**config.mk**
```make
export PLATFORM = sky130hd
export DESIGN_NAME = conv_encoder
export DESIGN_NICKNAME = d
export VERILOG_FILES = /design/src/rtl/conv_encoder.sv
export SDC_FILE = /design/constraint.sdc
export NUM_CORES = 1
export LEC_CHECK = 0
export CAP_MARGIN = 15
export CORE_AREA = 2 2 39 41
export DETAILED_ROUTE_END_ITERATION = 8
export DIE_AREA = 0 0 41 43
export DONT_BUFFER_PORTS = 1
export GPL_ROUTABILITY_DRIVEN = 0
export PLACE_DENSITY_LB_ADDON = 0.1
export RECOVER_POWER = 25
export SLEW_MARGIN = 20
export SYNTH_ARGS = -nofsm -noshare
export SYNTH_HDL_FRONTEND = slang
export SYNTH_SLANG_ARGS = --single-unit
```
**constraint.sdc**
```tcl
create_clock -name clk -period 1 [get_ports clk]
set_clock_uncertainty 0.1 [all_clocks]
set_input_delay 0.15 -clock clk [delete_from_list [all_inputs] [get_ports clk]]
set_output_delay 0.15 -clock clk [all_outputs]
set_load 0.02 [all_outputs]
```
**src/rtl/conv_encoder.sv**
```systemverilog
// conv_encoder: rate-1/2, constraint-length-3 convolutional encoder with
// valid/ready handshakes on both sides and a single registered output stage.
// Optional feature macro: CONV_ENC_TAIL_EN. When it is defined, two zero tail
// symbols flush the state after each frame. Without it, the state is cleared
// on the frame's last bit.
module conv_encoder #(
  parameter logic [2:0] G0 = 3'b111,  // sym_out[1]: {u, s[1], s[0]} taps
  parameter logic [2:0] G1 = 3'b101   // sym_out[0]
) (
  input  logic       clk,
  input  logic       rst,
  input  logic       din,
  input  logic       din_valid,
  input  logic       din_last,
  output logic       din_ready,
  output logic [1:0] sym_out,
  output logic       sym_valid,
  output logic       sym_last,
  input  logic       sym_ready,
  output logic       busy
);

`ifdef CONV_ENC_TAIL_EN
  typedef enum logic [1:0] {IDLE, DATA, TAIL} state_t;
  logic tail_cnt;  // 0: first tail symbol, 1: second (final) tail symbol
`else
  typedef enum logic [1:0] {IDLE, DATA} state_t;
`endif

  state_t     state, state_nxt;
  logic [1:0] s;         // s[1] = most recent past bit
  logic       out_free;  // output register can take a new symbol this cycle
  logic       accept;
  logic       gen;       // a symbol is produced this cycle
  logic       u;         // encoder input bit for the produced symbol
  logic       last_gen;  // produced symbol ends the frame
  logic [2:0] w;
  logic       c0, c1;

  assign busy = (state != IDLE);
  assign w    = {u, s};
  assign c0   = ^(w & G0);
  assign c1   = ^(w & G1);

  // Handshake decode and next-state / symbol-generation control
  always_comb begin
    state_nxt = state;
    gen       = 1'b0;
    u         = 1'b0;
    last_gen  = 1'b0;
    out_free  = !sym_valid || sym_ready;
    din_ready = !rst && ((state == IDLE) || (state == DATA)) && out_free;
    accept    = din_valid && din_ready;
    case (state)
      IDLE, DATA: begin
        if (accept) begin
          gen = 1'b1;
          u   = din;
`ifdef CONV_ENC_TAIL_EN
          state_nxt = din_last ? TAIL : DATA;
`else
          last_gen  = din_last;
          state_nxt = din_last ? IDLE : DATA;
`endif
        end
      end
`ifdef CONV_ENC_TAIL_EN
      TAIL: begin
        // Zero input bits flush the state; the second one closes the frame.
        if (out_free) begin
          gen      = 1'b1;
          last_gen = tail_cnt;
          if (tail_cnt) state_nxt = IDLE;
        end
      end
`endif
      default: state_nxt = IDLE;
    endcase
  end

  // State register, shift register and output stage
  always_ff @(posedge clk) begin
    if (rst) begin
      state     <= IDLE;
      s         <= 2'b00;
      sym_out   <= 2'b00;
      sym_valid <= 1'b0;
      sym_last  <= 1'b0;
`ifdef CONV_ENC_TAIL_EN
      tail_cnt  <= 1'b0;
`endif
    end else begin
      state <= state_nxt;
      if (gen) begin
        sym_out   <= {c0, c1};
        sym_valid <= 1'b1;
        sym_last  <= last_gen;
        // Frame end leaves s at 00 so the next frame starts clean.
        s         <= last_gen ? 2'b00 : {u, s[1]};
      end else if (sym_ready) begin
        sym_valid <= 1'b0;
        sym_last  <= 1'b0;
      end
`ifdef CONV_ENC_TAIL_EN
      if (state == TAIL && gen) tail_cnt <= ~tail_cnt;
`endif
    end
  end

endmodule

```
==> metrics.yaml <==
outcome:
  status: "complete, but fails checks"
  violations: "negative setup slack"
critical_path:
  worst_path_max_delay_cell: "dfxtp_4"
  rr_worst_depth: 4
  start_kind: "flip-flop"
  path_cells: "and2b_4 > nor2_4"
  crit_cells: 2
  crit_required_ns: 0.75
  r2r_setup_slack_ns: -0.13
  worstPathArrival_ns: 0.91
  r2r_start: "sym_valid$_SDFFE_PP0P_"
  path_class: "reg -> out"
  worst-path-buf-inv: 0
  critPathCaptureType: "output port"
  critical-path-max-stage-delay_ns: 0.33
  reg2reg_to: "state[0]$_SDFFE_PP0P_"
  crit_family: "flip-flops"
  worst-path-max-fanout: 4
pwr:
  p_int_mw: 0.523
  power.leakage_nw: 0.205
  switching_power_mw: 0.174
  clock_power_share_pct: 36.2
  finalPower_mw: 0.697
  p_comb_share_pct: 20.1
  power_density_nw_per_um2: 1340
  seqPwrFrac_pct: 43.7
  switching_share_pct: 25.0
  vdd_ir_drop_max_v: 0.000538
global_routing:
  grt_pass1_vias: 261
  grt_max_degree: 11
  grt_util_all_layers_pct: 9.05
  antenna_found_initial: 0
  grt_pass1_wl_mm: 1.05
  grt_overflow: 0
logic_synthesis:
  synth_top_family_by_area: "simple AND/OR/NAND/NOR gates"
  syn_avg_cell_area_um2: 10.1
  synth_top_cell_area_share_pct: 40.9
  synth_common_cells: "7 x dfxtp_1, 4 x nor2_1, 3 x a21oi_1, 3 x o21ai_0"
  ys.flop_type: "dfxtp_1"
  syn_nets: 40
  yosys_warnings: 0
  synthMuxAreaShare_pct: 5.84
  syn_inst: 34
  synthSimpleGateAreaFrac_pct: 32.5
  yosysTopAreaCell: "dfxtp_1"
  synth-seq-cells: 7
  async_flop_share_pct: 0
  synth_compound_area_share_pct: 12.4
  netlist_area_um2: 343
  ys_seq_area_share_pct: 40.9
  yosys.area_share.xor_xnor_pct: 5.11
  synth.most_common_cell: "dfxtp_1"
  synth.area.top_cells: "dfxtp_1 41%, mux2i_1 5.8%, nand4b_1 5.1%, a21oi_1 4.4%, o21ai_0 4.4%"
  yosysUniqueCellTypes: 18
  synth-adder-area-share_pct: 0
  synth_edf_count: 0
drt:
  drt_iter0_markers: 12
  vias: 295
  detail_route.wl_per_cell_um: 11.4
  wl_um: 738
  via_per_inst: 4.54
  route.detailed.drc: 0
  ant_nets: 0
  drt_pass1_iterations: 4
floorplanning:
  die_h_um: 43
  rows: 14
  die_area_um2: 1760
  core-area_um2: 1380
  io_pins: 12
  start_util_pct: 24.8
  die_w_um: 41
placement:
  numPlacedInstances: 54
  pre_cts_ws_ns: -0.0264
  placed_area_um2: 402
  io_buffers: 0
  place_hpwl_um: 524
cells_and_area:
  post-route-util_pct: 37.6
  fin_nets: 56
  fin_area_um2: 520
  multi_input_area_um2: 214
  regArea_um2: 146
  nFillCells: 147
  area_delta_synth_final_pct: 51.8
  fin_cells: 65
  drive_gt1_share_pct: 46.9
  antennaDiodeCount: 0
min_path:
  hold_path_depth: 2
  min_path_type: "in -> reg"
  holdCritStartpoint: "rst"
  whs_endpoint: "sym_out[0]$_SDFFE_PP0P_"
clock_tree:
  cts.sinks: 7
  ctsLongestPathBuffers: 2
  clk_pin_slew_ns: 0.05
  cts_tree: "built"
  cts_made_buffers: 3
  clockRootBuffer: "clkbuf_4"
  clk_latency_ns: 0.24
  htreeDepth: 1
sta:
  finalCriticalPeriod_ns: 1.16
  grt_setup_unrepaired: "true"
  setup_slack_ns: -0.161
  timing.fmax_ghz: 0.861
  min_period_over_period_pct: 116
  hold_viol: 0
  worstMarginPinSlew_ns: 0.252
  slew_viol_final: 0
  setup_viol: 8
  relSlewSlack_pct: 83.2
run:
  maxCapViolCount: 0
==> worst max-delay path by stage <==
stage	startpoint	endpoint
floorplan	sym_valid$_SDFFE_PP0P_	state[0]$_SDFFE_PP0P_
global placement	sym_valid$_SDFFE_PP0P_	state[0]$_SDFFE_PP0P_
detailed placement	sym_valid$_SDFFE_PP0P_	sym_out[0]$_SDFFE_PP0P_
CTS	sym_valid$_SDFFE_PP0P_	din_ready
global route	sym_valid$_SDFFE_PP0P_	din_ready
finish	sym_valid$_SDFFE_PP0P_	din_ready
==> per-layer routing <==
| layer | track usage, % | wire length [um] | up-vias | part of all wire, % |
|---|---|---|---|---|
| met3 | 4.19 | 72 | 0 | 9.8 |
| li1 | - | - | 148 | - |
| met4 | 6.00 | 0 | 0 | 0 |
| met1 | 11.0 | 332 | 135 | 45 |
| met5 | 0 | 0 | - | 0 |
| met2 | 12.2 | 333 | 12 | 45 |
==> layout make-up <==
class	count	area share, %
multi-input cells	26	41.1
repair buffers	12	21.9
clock buffers	4	5.05
well taps	16	3.85
flip-flops and latches	7	28.1
==> repair_timing <==
action                                  CTS  global route
hold buffers                              2             3
endpoints found under the setup margin    7             9
resized for setup                         6             5
pin swaps                                 4             0
buffers inserted                          2             0
endpoints found under the hold margin     7             6
cloned                                    0             0
==> logic make-up (layout without fill, tap and decap cells) <==
logic type,Yosys count,count (layout)
mux,2,2
compound gates,7,7
buf+inv,1,16
xor+xnor,2,2
simple gates,15,15
flops,7,7
==> power groups by stage <==
| stage | logic (mW) | registers, mW | clock network (mW) |
|---|---|---|---|
| 6_report | 0.140 | 0.305 | 0.252 |
| 5_1_grt | 0.149 | 0.307 | 0.277 |
| 3_5_place_dp | 0.104 | 0.310 | 0 |
| 3_3_place_gp | 0.104 | 0.309 | 0 |
| 4_1_cts | 0.122 | 0.304 | 0.267 |
| 2_1_floorplan | 0.0668 | 0.326 | 0 |
==> per-stage QoR <==
| step | TNS [ns] | hold slack (ns) |
|---|---|---|
| 2_1_floorplan | -0.0467 | 0.138 |
| 3_3_place_gp | -0.0127 | 0.117 |
| 3_5_place_dp | -0.0669 | 0.118 |
| 4_1_cts | -0.761 | -0.158 |
| 5_1_grt | -1.16 | 0.0243 |
| 6_report | -0.786 | 0.00479 |
==> state kept, by name, summed over array words and instances, names as in the netlist <==
signal and count:
s 2, state 1, sym_last 1, sym_out 2
sym_valid 1
==> cells in the final DEF (no fill, tap or decap), drive strengths merged <==
cell | netlist | layout
xnor2 | 1 | 1
nand4b | 2 | 2
a21oi | 3 | 3
nand2 | 1 | 1
dlygate4sd3 | 0 | 5
nor2b | 1 | 1
clkbuf | 0 | 4
a211oi | 1 | 1
dfxtp | 7 | 7
nor2 | 5 | 5
or2b | 1 | 1
buf | 1 | 7
nand2b | 3 | 3
and2b | 1 | 1
o21ai | 3 | 3
mux2i | 2 | 2
xor2 | 1 | 1
nand3 | 1 | 1
No activity file was read; power rests on OpenSTA's default activity.
